$ cat src/rtl/ncl_sync_tx_if.sv
// Channel bundle between a synchronous word source and a dual-rail NCL pipeline.
// The master side is the transmitter; the slave side is whoever feeds it and closes the ko loop.
interface ncl_sync_tx_if #(
  parameter int WIDTH = 32
);
  logic                 in_valid;
  logic                 in_ready;
  logic [WIDTH-1:0]     in_data;
  logic                 ko;
  logic [2*WIDTH-1:0]   dr_out;
  logic                 busy;
  logic [15:0]          word_count;
  logic                 err_timeout;

  modport master (
    input  in_valid,
    input  in_data,
    input  ko,
    output in_ready,
    output dr_out,
    output busy,
    output word_count,
    output err_timeout
  );

  modport slave (
    output in_valid,
    output in_data,
    output ko,
    input  in_ready,
    input  dr_out,
    input  busy,
    input  word_count,
    input  err_timeout
  );
endinterface

$ cat src/rtl/ncl_sync_tx.sv
// Clocked producer for a dual-rail NCL channel: each accepted word goes out as a DATA
// wavefront followed by NULL, paced by a synchronized 4-phase ko handshake.
module ncl_sync_tx #(
  parameter int WIDTH       = 32,
  parameter int SYNC_STAGES = 2,
  parameter int TIMEOUT     = 1024
) (
  input  logic           clk,
  input  logic           init,
  ncl_sync_tx_if.master  bus
);

  localparam int             TW     = (TIMEOUT > 0) ? $clog2(TIMEOUT + 1) : 1;
  localparam logic [TW-1:0]  TMAX   = TW'(TIMEOUT);
  localparam bit             TMO_EN = (TIMEOUT > 0);

  typedef enum logic [1:0] {
    S_NULL = 2'd0,
    S_DATA = 2'd1,
    S_RTN  = 2'd2
  } state_t;

  state_t                state_q, state_d;
  logic [SYNC_STAGES-1:0] ko_sync_q;
  logic                  ko_s;
  logic [2*WIDTH-1:0]    dr_q, dr_d;
  logic [2*WIDTH-1:0]    enc_word;
  logic [15:0]           count_q, count_d;
  logic [TW-1:0]         timer_q, timer_d;
  logic [TW-1:0]         timer_inc;
  logic                  err_q, err_d;
  logic                  hold_q, hold_d;
  logic                  ready;
  logic                  accept;

  assign ko_s = ko_sync_q[SYNC_STAGES-1];

  for (genvar gi = 0; gi < WIDTH; gi++) begin : g_enc
    assign enc_word[2*gi+1] = bus.in_data[gi];
    assign enc_word[2*gi]   = ~bus.in_data[gi];
  end

  // hold_q keeps in_ready low for the first cycle back in S_NULL after a return.
  assign ready     = (state_q == S_NULL) & ko_s & ~hold_q & ~init;
  assign accept    = ready & bus.in_valid;
  assign timer_inc = timer_q + 1'b1;

  always_ff @(posedge clk) begin
    if (init) begin
      state_q   <= S_NULL;
      ko_sync_q <= '0;
      dr_q      <= '0;
      count_q   <= '0;
      timer_q   <= '0;
      err_q     <= 1'b0;
      hold_q    <= 1'b0;
    end else begin
      state_q   <= state_d;
      ko_sync_q <= {ko_sync_q[SYNC_STAGES-2:0], bus.ko};
      dr_q      <= dr_d;
      count_q   <= count_d;
      timer_q   <= timer_d;
      err_q     <= err_d;
      hold_q    <= hold_d;
    end
  end

  always_comb begin
    state_d = state_q;
    dr_d    = dr_q;
    count_d = count_q;
    timer_d = timer_q;
    err_d   = err_q;
    hold_d  = 1'b0;

    case (state_q)
      S_NULL: begin
        timer_d = '0;
        if (accept) begin
          dr_d    = enc_word;
          state_d = S_DATA;
        end
      end
      S_DATA: begin
        timer_d = (timer_q == TMAX) ? timer_q : timer_inc;
        if (!ko_s) begin
          dr_d    = '0;
          state_d = S_RTN;
          timer_d = '0;
        end
      end
      S_RTN: begin
        timer_d = (timer_q == TMAX) ? timer_q : timer_inc;
        if (ko_s) begin
          state_d = S_NULL;
          count_d = count_q + 16'd1;
          timer_d = '0;
          hold_d  = 1'b1;
        end
      end
      default: begin
        state_d = S_NULL;
        dr_d    = '0;
      end
    endcase

    // Stall flag is sticky; the handshake itself is never interrupted by it.
    if (TMO_EN && (state_q != S_NULL) && (timer_q != TMAX) && (timer_inc == TMAX)) begin
      err_d = 1'b1;
    end
  end

  assign bus.in_ready    = ready;
  assign bus.dr_out      = dr_q;
  assign bus.busy        = (state_q != S_NULL);
  assign bus.word_count  = count_q;
  assign bus.err_timeout = err_q;

endmodule

$ cat src/flat_wrapper.sv
// flat-port wrapper written by rule: the top's interface ports become plain ports
module ncl_sync_tx_flat 
#(
  parameter int WIDTH       = 32,
  parameter int SYNC_STAGES = 2,
  parameter int TIMEOUT     = 1024
)
  (clk, init, bus_in_valid, bus_in_data, bus_ko, bus_in_ready, bus_dr_out, bus_busy, bus_word_count, bus_err_timeout);
  ncl_sync_tx_if #(.WIDTH(WIDTH)) bus_i ();
  input  logic clk;
  input  logic init;
  input wire logic [$bits(bus_i.in_valid)-1:0] bus_in_valid;
  input wire logic [$bits(bus_i.in_data)-1:0] bus_in_data;
  input wire logic [$bits(bus_i.ko)-1:0] bus_ko;
  output wire logic [$bits(bus_i.in_ready)-1:0] bus_in_ready;
  output wire logic [$bits(bus_i.dr_out)-1:0] bus_dr_out;
  output wire logic [$bits(bus_i.busy)-1:0] bus_busy;
  output wire logic [$bits(bus_i.word_count)-1:0] bus_word_count;
  output wire logic [$bits(bus_i.err_timeout)-1:0] bus_err_timeout;
  assign bus_i.in_valid = bus_in_valid;
  assign bus_i.in_data = bus_in_data;
  assign bus_i.ko = bus_ko;
  assign bus_in_ready = bus_i.in_ready;
  assign bus_dr_out = bus_i.dr_out;
  assign bus_busy = bus_i.busy;
  assign bus_word_count = bus_i.word_count;
  assign bus_err_timeout = bus_i.err_timeout;
  ncl_sync_tx #(.WIDTH(WIDTH), .SYNC_STAGES(SYNC_STAGES), .TIMEOUT(TIMEOUT)) u_core (.clk(clk), .init(init), .bus(bus_i));
endmodule
$ cat config.mk
export PLATFORM = sky130hd
export DESIGN_NAME = ncl_sync_tx_flat
export DESIGN_NICKNAME = d
export VERILOG_FILES = /design/src/rtl/ncl_sync_tx_if.sv /design/src/rtl/ncl_sync_tx.sv /design/src/flat_wrapper.sv
export SDC_FILE = /design/constraint.sdc
export NUM_CORES = 1
export LEC_CHECK = 0
export ABC_AREA = 1
export BUFFER_PORTS_ARGS = -buffer_cell sky130_fd_sc_hd__buf_2
export CAP_MARGIN = 20
export CORE_MARGIN = 3
export CORE_UTILIZATION = 55
export DETAILED_ROUTE_END_ITERATION = 10
export GPL_TIMING_DRIVEN = 1
export PLACE_DENSITY = 0.84
export SLEW_MARGIN = 10
export SYNTH_ARGS = -nofsm -noshare
export SYNTH_HDL_FRONTEND = slang
export SYNTH_SLANG_ARGS = --single-unit
$ cat constraint.sdc
create_clock -name clk -period 2.78 [get_ports clk]
set_clock_uncertainty 0.1 [all_clocks]
set_input_delay 0.139 -clock clk [delete_from_list [all_inputs] [get_ports clk]]
set_output_delay 0.139 -clock clk [all_outputs]
set_load 0.01 [all_outputs]
==> impl_metrics.py, run 1 <==
metrics = {
    "global_route": {
        "grt.total_usage_pct": 25.6,
        "vias_in_the_first_global_route": 3956,
        "grt_pass1_wl_um": 17900,
        "maximum_number_of_pins_on_one_net_before_global_route_repair": 48,
        "antenna_found_initial": 0,
        "globalRouteOverflowTotal": 0,
    },
    "synth": {
        "combinational_family_with_the_most_area_after_synthesis": "simple AND/OR/NAND/NOR gates",
        "synth_area_in_xor_xnor_pct": 0.214,
        "synthDistinctLibCells": 25,
        "synth_top_cell_by_area": "sky130_fd_sc_hd__dfxtp_1",
        "synth_enable_flop_cells": 0,
        "yosys-top-cells-count": "sky130_fd_sc_hd__nor2_1, sky130_fd_sc_hd__nand2_1, sky130_fd_sc_hd__dfxtp_1, sky130_fd_sc_hd__o21ai_0, sky130_fd_sc_hd__a21oi_1",
        "netlist_top_cells_area": "sky130_fd_sc_hd__dfxtp_1, sky130_fd_sc_hd__nor2_1, sky130_fd_sc_hd__nand2_1",
        "seq_area_frac_synth_pct": 47.5,
        "synthDominantCellAreaShare_pct": 47.5,
        "ys_async_sr_fraction_pct": 0,
        "synth_ff_type": "sky130_fd_sc_hd__dfxtp_1",
        "syn_area_per_cell_um2": 7.30,
        "postSynthNetCount": 605,
        "synthMuxAreaShare_pct": 0,
        "synth_area_um2": 4090,
        "synth_adder_area_share_pct": 2.75,
        "syn-instance-count": 560,
        "synth-compound-area-share_pct": 16.0,
        "yosys_register_bits": 97,
        "ys_warn_count": 0,
        "synthSimpleGateAreaFrac_pct": 26.0,
        "post-synth-top-count-cell": "sky130_fd_sc_hd__nor2_1",
    },
    "placement": {
        "port_buffer_cells": 118,
        "post_placement_setup_slack_ns": 0.742,
        "detailed_place_hpwl_um": 7160,
        "place.gp.congestion": 0.794,
    },
    "drt": {
        "post_drt_via_cell_ratio": 5.31,
        "num_vias": 4263,
        "first_iter_violations": 228,
        "drt_pre_antenna_iters": 4,
        "antenna_left": 0,
        "route.detailed.drc": 0,
        "routed_wirelength_um": 10900,
        "wl_per_cell_um": 13.6,
    },
    "cts": {
        "cts.sink_count": 97,
        "cts.htree.levels": 3,
        "cts.hold.buffers_added": 33,
        "cts_tree": "done",
        "clock_latency_ns": 0.35,
        "postCtsSetupBuffers": 0,
        "post_cts_resized": 0,
        "longest_clk_path_bufs": 2,
        "clkTransAtPathRegs_ns": 0.09,
        "clock_tree.root_cell": "sky130_fd_sc_hd__clkbuf_8",
        "numCtsBuffers": 9,
    },
    "power": {
        "clock_power_share_pct": 18.7,
        "internal_power_mw": 3.24,
        "power.ir.vdd_worst_uv": 756,
        "power.share.switching_pct": 40.8,
        "p_leak_nw": 2.44,
        "power.share.combinational_pct": 44.0,
        "power.net_switching_mw": 2.23,
        "pwr-share-seq_pct": 37.2,
        "power.density_nw_per_um2": 1040,
    },
    "cells_and_area": {
        "layout-area-overhead-vs-synth_pct": 28.9,
        "nets": 747,
        "drive_above_1_share_pct": 22.2,
        "regArea_um2": 1940,
        "n_antenna_cell": 0,
        "num-fill-cells": 551,
        "multi_input_comb_area_um2": 1840,
    },
    "worst_setup_path": {
        "worstReg2RegEnd": "u_core.bus.dr_out[24]",
        "worstPathRequired_ns": 2.91,
        "critical_path_class": "flop to flop",
        "r2r_start": "u_core.state_q[0]",
        "critical_path.startpoint": "u_core.state_q[0]",
        "worstSetupStartpointType": "flop",
        "cp-endpoint": "u_core.bus.dr_out[24]",
        "ff2ff_setup_slack_ns": 0.63,
        "reg2regPathDepth": 9,
        "critical_path_peak_fanout": 24,
        "critPathArrivalTime_ns": 2.28,
        "crit_path_end_kind": "flop",
    },
    "timing": {
        "rsz_0062_raised_after_global_routing": "no",
        "post-route-period-util_pct": 77.5,
        "worst-slew-pin-transition_ns": 0.505,
        "timing.max_slew.rel_slack_pct": 66.3,
        "final.setup.tns_ns": 0,
        "achievable-frequency_mhz": 464,
        "final_hold_viol_count": 0,
        "finalSetupViolations": 0,
        "setup_slack_ns": 0.625,
        "final.min_clock_period_ns": 2.15,
        "report.final.slew_viol_count": 0,
    },
    "floorplan": {
        "die-height_um": 92.2,
        "core_area_um2": 6980,
        "start_util_pct": 58.6,
        "rows": 30,
        "design.portCount": 119,
        "floorplan.die.width_um": 92.2,
        "design.die.area_um2": 8510,
    },
    "run_status": {
        "run_status": "finished clean",
    },
    "min_path": {
        "worst_hold_path_type": "primary input to flop",
    },
    "flow_run": {
        "max_cap_viol_count": 0,
    },
}
-- worst min-delay path by stage --
stage / from / to / slack [ns] / cells after the start
4_1_cts: bus_in_valid / u_core.state_q[0] / 0.25 / 5
3_3_place_gp: bus_ko / u_core.ko_sync_q[0] / 0.26 / 3
2_1_floorplan: bus_ko / u_core.ko_sync_q[0] / 0.15 / 2
6_report: bus_in_valid / u_core.state_q[0] / 0.28 / 5
5_1_grt: bus_in_valid / u_core.state_q[0] / 0.30 / 5
3_5_place_dp: bus_ko / u_core.ko_sync_q[0] / 0.28 / 3
-- state kept, by name, summed over array words and instances (netlist names) --
signal,count
u_core.ko_sync_q,2
u_core.bus.dr_out,64
u_core.timer_q,11
u_core.state_q,2
u_core.hold_q,1
u_core.bus.word_count,16
u_core.bus.err_timeout,1
-- layout make-up --
| type | count | share of cell area (%) |
|---|---|---|
| Clock buffer | 11 | 2.68 |
| Sequential cell | 97 | 36.8 |
| Tap cell | 96 | 2.28 |
| Timing Repair Buffer | 158 | 18.7 |
| Inverter | 42 | 2.99 |
| Multi-Input combinational cell | 394 | 34.9 |
| Clock inverter | 5 | 1.61 |
-- logic make-up after synthesis --
kind of cell / count (synthesis)
and+or+nand+nor: 256
DFF: 97
xor gates and xnor gates: 1
AOI/OAI and AO/OA: 128
buffers and inverters: 69
adders and majority gates: 9
-- routing by layer --
| layer | vias up | GRT usage [%] | share of wire (%) |
|---|---|---|---|
| met5 | - | 0 | 0 |
| met4 | 0 | 11.1 | 2.6 |
| li1 | 2102 | - | - |
| met3 | 28 | 5.82 | 6.5 |
| met1 | 1981 | 31.5 | 42 |
| met2 | 152 | 42.7 | 49 |
-- through the flow --
stage	instance area, um^2	std cells	hold WS [ns]	power, mW	util (%)
floorplan	4090	560	0.146	3.68	-
global placement	4720	754	0.257	4.25	67.5
detailed placement	4720	754	0.276	4.36	67.5
global route	5270	803	0.296	5.89	75.5
CTS	5270	803	0.247	5.44	75.5
finish	5270	803	0.279	5.47	75.5
-- critical path: stages, from the launching register on --
cell and delay (ns):
sky130_fd_sc_hd__dfxtp_1 0.37, sky130_fd_sc_hd__inv_1 0.10, sky130_fd_sc_hd__ha_1 0.24, sky130_fd_sc_hd__a21oi_1 0.22, sky130_fd_sc_hd__nand2_1 0.12, sky130_fd_sc_hd__inv_2 0.24
sky130_fd_sc_hd__buf_4 0.30, sky130_fd_sc_hd__o21ai_0 0.14, sky130_fd_sc_hd__o21ai_0 0.13, sky130_fd_sc_hd__nor2_1 0.07
-- power groups by stage --
stage | clock (mW) | sequential, mW | combinational (mW)
2_1_floorplan | 0 | 2.21 | 1.46
3_3_place_gp | 0 | 2.04 | 2.21
3_5_place_dp | 0 | 2.04 | 2.32
4_1_cts | 1.03 | 2.02 | 2.39
5_1_grt | 1.10 | 2.08 | 2.71
6_report | 1.02 | 2.04 | 2.41
-- cells in the final DEF, fill, tap and decap left out, drive strengths merged --
master,count
buf,125
nor2,116
nand2,105
dfxtp,97
o21ai,76
a21oi,47
inv,44
dlygate4sd3,33
nand3,19
clkbuf,11
nand4,10
ha,9
a211oi,4
nor3,4
bufinv,2
nor4,1
o21ba,1
nor3b,1
xor2,1
clkinvlp,1
Note: power is estimated with default switching activity, not from simulation.
==> run 2: changes to the inputs <==
--- a/config.mk
+++ b/config.mk
@@ -9,10 +9,10 @@
 export BUFFER_PORTS_ARGS = -buffer_cell sky130_fd_sc_hd__buf_2
 export CAP_MARGIN = 20
 export CORE_MARGIN = 3
-export CORE_UTILIZATION = 55
+export CORE_UTILIZATION = 46
 export DETAILED_ROUTE_END_ITERATION = 10
 export GPL_TIMING_DRIVEN = 1
-export PLACE_DENSITY = 0.84
+export PLACE_DENSITY = 0.75
 export SLEW_MARGIN = 10
 export SYNTH_ARGS = -nofsm -noshare
 export SYNTH_HDL_FRONTEND = slang
==> constraint.sdc (replaced) <==
create_clock -name clk -period 1.8 [get_ports clk]
set_clock_uncertainty 0.1 [all_clocks]
set_input_delay 0.09 -clock clk [delete_from_list [all_inputs] [get_ports clk]]
set_output_delay 0.09 -clock clk [all_outputs]
set_load 0.01 [all_outputs]
==> run 2 against run 1 <==
Global-route usage decreased by 2.9 points. Sequential share of layout area decreased by 3.0 points. Clock power increased by 42%. Largest power group unchanged. Critical path depth increased by 3. Combinational power increased by 110%. Fmax increased by 25%. First-iteration DRC count decreased by 0.88%. Total power increased by 77%. Non-clock buffer count increased by 28. Worst hold slack got worse by 0.16 ns. Via count increased by 2.2%.
==> impl_metrics.py, run 2 (synthesis results as in run 1) <==
metrics = {
    "drt": {
        "route.detailed.drc": 0,
        "antenna_left": 0,
        "num_vias": 4356,
        "routed_wirelength_um": 11900,
        "first_iter_violations": 226,
        "post_drt_via_cell_ratio": 5.19,
        "detailroute.wirelength.met2_um": 5940,
        "wl_met1_um": 4770,
        "dr_wl_met3_um": 819,
        "topRoutingLayerUsed": "met4",
        "wl_per_cell_um": 14.1,
        "drt_pre_antenna_iters": 5,
    },
    "power": {
        "power.share.combinational_pct": 52.4,
        "p_leak_nw": 2.68,
        "clock_power_share_pct": 15.0,
        "internal_power_mw": 5.80,
        "power.share.switching_pct": 40.1,
        "power.ir.vdd_worst_uv": 1320,
        "power.density_nw_per_um2": 1680,
        "power.net_switching_mw": 3.88,
        "pwr-share-seq_pct": 32.7,
    },
    "timing": {
        "post-route-period-util_pct": 96.1,
        "rsz_0062_raised_after_global_routing": "yes",
        "final.min_clock_period_ns": 1.73,
        "report.final.slew_viol_count": 0,
        "final_hold_viol_count": 0,
        "achievable-frequency_mhz": 578,
        "timing.max_slew.rel_slack_pct": 73.1,
        "finalSetupViolations": 0,
        "setup_slack_ns": 0.0700,
        "worst-slew-pin-transition_ns": 0.404,
    },
    "worst_setup_path": {
        "critPathArrivalTime_ns": 1.92,
        "worst_path_largest_cell_delay_ns": 0.37,
        "critical_path_peak_fanout": 8,
        "r2r_start": "u_core.state_q[1]",
        "critical_path_class": "flop to flop",
        "critical_path.startpoint": "u_core.state_q[1]",
        "worstSetupStartpointType": "flop",
        "crit_path_cell_trace": "inv_4 > ha_4 > inv_4 > nor2_4 > nand3_2 > nand2_2 > nand2_2 > inv_8 > buf_12 > buf_4 > o21ai_1 > nor2_1",
        "worst_path_max_delay_cell": "sky130_fd_sc_hd__dfxtp_4",
        "worstPathRequired_ns": 1.99,
        "crit_path_end_kind": "flop",
    },
    "cells_and_area": {
        "layout.cells.most_common_list": "sky130_fd_sc_hd__buf_2, sky130_fd_sc_hd__nor2_1, sky130_fd_sc_hd__nand2_1",
        "layout-area-overhead-vs-synth_pct": 40.9,
        "nets": 775,
        "largest_register_ff_count": 64,
        "utilization_pct": 68.4,
        "final_cells": 840,
        "design_area_um2": 5760,
        "layout_commonest_cell": "sky130_fd_sc_hd__buf_2",
        "drive_above_1_share_pct": 28.4,
        "n_antenna_cell": 0,
        "num-fill-cells": 704,
    },
    "cts": {
        "clkTransAtPathRegs_ns": 0.10,
        "cts.sink_count": 97,
        "clock_tree.root_cell": "sky130_fd_sc_hd__clkbuf_8",
        "cts_tree": "done",
        "numCtsBuffers": 9,
        "cts.htree.levels": 3,
        "clock_latency_ns": 0.35,
        "longest_clk_path_bufs": 2,
    },
    "global_route": {
        "maximum_number_of_pins_on_one_net_before_global_route_repair": 33,
        "vias_in_the_first_global_route": 4065,
        "antenna_found_initial": 0,
        "globalRouteOverflowTotal": 0,
        "grt.total_usage_pct": 22.7,
        "grt_pass1_wl_um": 18600,
    },
    "placement": {
        "place.gp.congestion": 0.830,
        "port_buffer_cells": 118,
        "placed_cell_area_um2": 4870,
        "post-place-cells": 781,
        "post_placement_setup_slack_ns": -0.0564,
        "detailed_place_hpwl_um": 7480,
    },
    "floorplan": {
        "design.portCount": 119,
        "die-height_um": 100,
        "start_util_pct": 48.6,
        "design.die.area_um2": 10100,
        "core_area_um2": 8420,
        "rows": 33,
        "floorplan.die.width_um": 100,
    },
    "min_path": {
        "holdCritStartpoint": "init",
        "worst_hold_path_type": "primary input to flop",
    },
    "flow_run": {
        "max_cap_viol_count": 0,
    },
    "run_status": {
        "run_status": "finished clean",
    },
}
run 2: through the flow:
step	total power [mW]	setup TNS, ns	hold WS (ns)
floorplan	5.68	0	0.0970
global placement	6.95	0	0.204
detailed placement	7.09	-0.193	0.197
CTS	8.91	0	0.0954
global route	10.4	-1.10	0.124
finish	9.68	0	0.122
run 2: routing by layer:
metal	track usage, %	up-vias
li1	-	2154
met1	27.7	2004
met2	39.4	170
met3	4.24	28
met4	8.70	0
met5	0	-
run 2: final timing paths:
kind         slack (ns)  depth (start not counted)               endpoint
max reg2reg        0.07                         12  u_core.bus.dr_out[10]
min reg2reg        0.30                          2    u_core.ko_sync_q[1]
min                0.12                          3  u_core.bus.dr_out[48]
max                0.07                         12  u_core.bus.dr_out[10]
run 2: final cells by class:
cell class | count | area [um^2] | share of cell area [%]
multi-input cells | 394 | 1970 | 34.3
flip-flops and latches | 97 | 1950 | 33.8
repair buffers | 186 | 1330 | 23.1
inverters | 42 | 175 | 3.04
well taps | 105 | 131 | 2.28
clock buffers | 10 | 128 | 2.21
clock inverters | 6 | 73.8 | 1.28
run 2: what timing repair did:
| action | CTS | global route |
|---|---|---|
| hold buffers | 33 | 0 |
| resized for setup | 15 | 51 |
| gates cloned | 1 | 5 |
| pin swaps | 1 | 11 |
| setup buffers | 0 | 4 |
| hold endpoints to repair | 65 | 0 |
| setup endpoints to repair | 13 | 82 |
run 2: worst max-delay path, delay by kind of cell, from the launching register on:
kind | cells | cell delay [ns]
flip-flops | 1 | 0.37
AND/OR/NAND/NOR | 5 | 0.44
adder cells (fa/ha/maj) | 1 | 0.15
buffers and inverters | 5 | 0.53
AO/OA/AOI/OAI | 1 | 0.05
run 2: power groups by stage:
stage	Clock, mW	Sequential [mW]	Combinational (mW)
2_1_floorplan	0	3.42	2.26
3_3_place_gp	0	3.14	3.82
3_5_place_dp	0	3.15	3.94
4_1_cts	1.49	3.12	4.30
5_1_grt	1.60	3.23	5.61
6_report	1.45	3.16	5.07
